### src/rtl/fb_port_arbiter.sv
// Frame-buffer port arbiter: display reads > clear engine > pixel writer on one BRAM port.
// The clear engine is only built when FB_ARB_CLEAR_EN is defined; otherwise the grant is read > writer.
module fb_port_arbiter #(
  parameter int ADDR_W = 17,
  parameter int DATA_W = 16,
  parameter int DEPTH  = 76800
) (
  input  logic              clk,
  input  logic              rst_n,
  input  logic              rd_req,
  input  logic [ADDR_W-1:0] rd_addr,
  output logic [DATA_W-1:0] rd_data,
  output logic              rd_valid,
  input  logic              wr_valid,
  output logic              wr_ready,
  input  logic [ADDR_W-1:0] wr_addr,
  input  logic [DATA_W-1:0] wr_data,
  input  logic              clear_start,
  input  logic [DATA_W-1:0] clear_color,
  output logic              clear_busy,
  output logic              clear_done,
  output logic              mem_en,
  output logic              mem_we,
  output logic [ADDR_W-1:0] mem_addr,
  output logic [DATA_W-1:0] mem_wdata,
  input  logic [DATA_W-1:0] mem_rdata
);

  logic              rd_pend;
  logic              clr_grant;
  logic              idle;
  logic [ADDR_W-1:0] clr_addr;
  logic [DATA_W-1:0] clr_wdata;

`ifdef FB_ARB_CLEAR_EN
  typedef enum logic {IDLE, CLEAR} state_t;

  localparam logic [ADDR_W-1:0] LAST_ADDR = ADDR_W'(DEPTH - 1);

  state_t            state;
  logic [ADDR_W-1:0] cnt;
  logic [DATA_W-1:0] color;

  assign idle      = (state == IDLE);
  assign clr_grant = (state == CLEAR) && !rd_req;
  assign clr_addr  = cnt;
  assign clr_wdata = color;

  // The counter only advances on a granted write, so a read stealing the port never skips a pixel.
  always_ff @(posedge clk or negedge rst_n) begin
    if (!rst_n) begin
      state      <= IDLE;
      cnt        <= '0;
      color      <= '0;
      clear_busy <= 1'b0;
      clear_done <= 1'b0;
    end else begin
      clear_done <= 1'b0;
      case (state)
        IDLE: begin
          if (clear_start) begin
            state      <= CLEAR;
            cnt        <= '0;
            color      <= clear_color;
            clear_busy <= 1'b1;
          end
        end
        CLEAR: begin
          if (clr_grant) begin
            if (cnt == LAST_ADDR) begin
              state      <= IDLE;
              clear_busy <= 1'b0;
              clear_done <= 1'b1;
            end else begin
              cnt <= cnt + 1'b1;
            end
          end
        end
        default: state <= IDLE;
      endcase
    end
  end
`else
  wire        unused_clear = ^{clear_start, clear_color};
  wire [31:0] unused_depth = DEPTH;

  assign idle       = 1'b1;
  assign clr_grant  = 1'b0;
  assign clr_addr   = '0;
  assign clr_wdata  = '0;
  assign clear_busy = 1'b0;
  assign clear_done = 1'b0;
`endif

  // Grants are gated by rst_n so the port is quiet while reset is held.
  always_comb begin
    mem_en    = 1'b0;
    mem_we    = 1'b0;
    mem_addr  = '0;
    mem_wdata = '0;
    wr_ready  = 1'b0;
    if (rst_n) begin
      if (rd_req) begin
        mem_en   = 1'b1;
        mem_addr = rd_addr;
      end else if (clr_grant) begin
        mem_en    = 1'b1;
        mem_we    = 1'b1;
        mem_addr  = clr_addr;
        mem_wdata = clr_wdata;
      end else if (idle) begin
        wr_ready = 1'b1;
        if (wr_valid) begin
          mem_en    = 1'b1;
          mem_we    = 1'b1;
          mem_addr  = wr_addr;
          mem_wdata = wr_data;
        end
      end
    end
  end

  // BRAM has one cycle of read latency; rd_data is registered one cycle after that.
  always_ff @(posedge clk or negedge rst_n) begin
    if (!rst_n) begin
      rd_pend  <= 1'b0;
      rd_valid <= 1'b0;
      rd_data  <= '0;
    end else begin
      rd_pend  <= rd_req;
      rd_valid <= rd_pend;
      if (rd_pend) rd_data <= mem_rdata;
    end
  end

endmodule

### config.mk
export PLATFORM = sky130hd
export DESIGN_NAME = fb_port_arbiter
export DESIGN_NICKNAME = d
export VERILOG_FILES = /design/src/rtl/fb_port_arbiter.sv
export SDC_FILE = /design/constraint.sdc
export NUM_CORES = 1
export LEC_CHECK = 0
export ABC_AREA = 0
export BUFFER_PORTS_ARGS = -buffer_cell sky130_fd_sc_hd__buf_2
export CORE_MARGIN = 8
export CORE_UTILIZATION = 31
export DETAILED_ROUTE_END_ITERATION = 12
export PLACE_DENSITY = 0.83
export SETUP_SLACK_MARGIN = 0.3
export SKIP_LAST_GASP = 1
export SLEW_MARGIN = 40
export SYNTH_ARGS = -nofsm -noshare
export SYNTH_HDL_FRONTEND = slang
export SYNTH_SLANG_ARGS = --single-unit
### constraint.sdc
create_clock -name clk -period 1.4 [get_ports clk]
set_input_delay 0.07 -clock clk [delete_from_list [all_inputs] [get_ports clk]]
set_output_delay 0.07 -clock clk [all_outputs]
set_load 0.02 [all_outputs]
-- Word level (Yosys, flattened, before mapping)
Cells that the tools add are included.
- flip-flop bits (word level): 18
- input port bits: 87
- output and inout bits: 55
- word-level logic and storage cells: 16
- mux-type cells: 13
- operators by type and width (operator ; number):
    2-to-1 mux 17 bit ; 3
    2-to-1 mux 16 bit ; 3
    2-to-1 mux 1 bit ; 7

-- Logic depth before layout (Yosys ltp)
- depth in word-level cells: 3
- mapped depth: 4
- gate-level depth less buffers: 2

-- Worst setup path before layout
OpenSTA, ideal clock, no wires.
- path kind: register to register
- start point: register rd_pend
- end point: register rd_data[0]
- setup time: 0.128 ns
- arrival time: 0.972 ns
- slack: 0.301 ns
- stages on the path, launching flop included: 4
- buffers on the path: 2
- cell sequence: dfrtp_1 > buf_2 > buf_4 > mux2_1
- RTL lines (what ; line ; RTL):
    start: declaration ; 29 ; logic rd_pend;
    start signal: assignment ; 130 ; rd_pend <= rd_req;
    end signal: assignment ; 132 ; if (rd_pend) rd_data <= mem_rdata;
    end: declaration ; 12 ; output logic [DATA_W-1:0] rd_data,
No word-level cell between the ends.

-- Worst setup path in the final report
- start point: input rst_n
- end point: output mem_addr[7]
- cells in the longest elaborated chain, start to end: 1
- RTL lines (what ; line ; RTL):
    start: declaration ; 9 ; input logic rst_n,
    2-to-1 mux 17 bit ; 102 ; if (rst_n) begin
    end: declaration ; 24 ; output logic [ADDR_W-1:0] mem_addr,
Every way passes these cells.

==> metrics.cfg <==
[timing]
rsz0062_at_grt = no
totalNegativeSetupSlack_ps = 0
hold_viol = 0
fin_ws_ps = 362
setup_viol = 0
skew_ps = 0.843
clock.fmax_ghz = 0.963
final.min_clock_period_ps = 1040
finalCritPeriodShare = 0.742
finalMaxSlewViolations = 0

[cells_and_area]
drive_above_1_share = 0.719
fin_cells = 263
postLayoutCellArea_sq_um = 1840
fin_nets = 306
area_growth_pct = 75.9
antenna_cells = 0
nFillCells = 292

[worst_setup_path]
path_max_fanout = 17
criticalPathCategory = in -> out
critPathCaptureType = primary output
arrival_ps = 970
crit_required_ps = 1330
startpoint_type = primary input

[yosys]
ys_warn_count = 0
ys_async_sr_fraction = 1.00
synthTopCellsByCount = dfrtp_1 (18), a32o_2 (17), and2_1 (16)
synth.largest_area_cell = dfrtp_1
syn_area_per_cell_sq_um = 12.5
synth-seq-area-share = 0.430
synth_cell_types = 16
synth_seq_cells = 18
synth-edff-count = 0
synthMostInstantiatedCell = dfrtp_1
synthCells = 84
synthFlopType = dfrtp_1
syn-cell-area_sq_um = 1050
synth_top_area_share = 0.430
synth_area_leaders = dfrtp_1 (43%), a32o_2 (18%), mux2_1 (11%)

[drt]
via_per_inst = 4.65
wirelength_um = 4290
drt_iter0_drc = 18
drc = 0
firstDrtPassIters = 4
vias = 1224
wire_per_inst_um = 16.3
antenna_left = 0

[clocking]
htreeDepth = 1
cts_tree = yes
clockBufferDepth = 2
clock-root-buffer = clkbuf_4
cts_buffers = 3
clkTransAtPathRegs_ps = 90
clock_latency_ps = 290
clock-sinks = 18

[power]
power_density_nw_per_um2 = 732
ir_worst_vdd_v = 0.000546
leakage_nw = 1.10

[floorplanning]
core-area_sq_um = 3280
die_area_sq_um = 5500
row_count = 21
dieHeight_um = 74.2
start_util = 0.319
die_w_um = 74.2
pin_count = 142

[job]
max-cap-violations = 0

[placement]
gp_congestion = 0.696
port_buffers = 122
place_area_sq_um = 1660
place_hpwl_um = 3460
place_inst = 246
pre_cts_ws_ps = 204

[worst_hold_path]
hold_class = in -> reg

[global_route]
antenna_found_initial = 0
grt_start_max_net_pins = 18
grt_pass1_vias = 1257
grt-ovfl-total = 0
grt_pass1_wl_um = 6020
track_usage = 0.139

[run_status]
status = complete, no violations

==> final timing paths <==
check                        startpoint     endpoint  slack (ps)  cells past startpoint
min reg2reg                  rd_data[2]   rd_data[2]         500                      1
max in group asynchronous         rst_n      rd_pend         920                      3
min                        mem_rdata[6]   rd_data[6]           7                      2
max reg2reg                     rd_pend   rd_data[7]         380                      2
max                               rst_n  mem_addr[7]         360                      5
min in group asynchronous         rst_n     rd_valid         100                      2
==> timing repair <==
action	CTS	global route
pin swaps	1	0
buffers inserted	0	1
resized for setup	2	1
hold endpoints to repair	28	1
setup endpoints to repair	17	23
hold buffers	12	1
==> worst max-delay path, stage by stage <==
cell and delay, ps:
buf_2 110, buf_4 140, and2_4 190, a32o_2 290, buf_2 160
==> layer usage <==
layer	vias to the layer above	share of wire	wire length, um	GRT usage
met5	-	0	0	0
met4	0	0.020	87	0.0532
met3	7	0.18	752	0.0647
met2	92	0.43	1850	0.229
met1	547	0.37	1600	0.150
li1	578	-	-	-
==> placed cells by master (no fill, tap or decap), types with 2 or more instances in the layout <==
cell             n
a32o_2          17
conb_1           2
clkbuf_4         3
dlygate4sd3_1   13
and2_1          15
mux2_1          10
mux2_2           6
dfrtp_1         18
buf_4            2
buf_2          122
==> per-stage QoR <==
stage,utilization,power [mW],hold slack [ps]
after global placement,0.506,1.07,-130
final,0.562,1.35,7.11
after floorplan,-,0.864,-226
after CTS,0.551,1.35,0.0662
after detailed placement,0.506,1.07,-133
after global routing,0.562,1.42,1.16
==> state kept, by name, summed over array words and instances (netlist names) <==
signal	cells
rd_valid	1
rd_pend	1
rd_data	16
==> area by class of cell <==
class	count	area, sq um	area share
inverters	1	7.51	0.00407
repair buffers	139	787	0.427
clock buffers	3	22.5	0.0122
multi-input cells	56	519	0.282
flip-flops and latches	18	450	0.244
well taps	46	57.6	0.0312
==> power by group <==
part | switching, mW | total [mW] | internal, mW
Combinational | 0.272 | 0.510 | 0.239
Sequential | 0.0224 | 0.591 | 0.568
Clock | 0.149 | 0.249 | 0.100
==> kinds of logic after synthesis <==
| kind of cell | share of synthesized area |
|---|---|
| flops | 0.430 |
| other cells | 0.00358 |
| compound gates | 0.190 |
| simple gates | 0.125 |
| buf+inv | 0.0799 |
| mux | 0.172 |
Power figures use the tool's default switching activity.
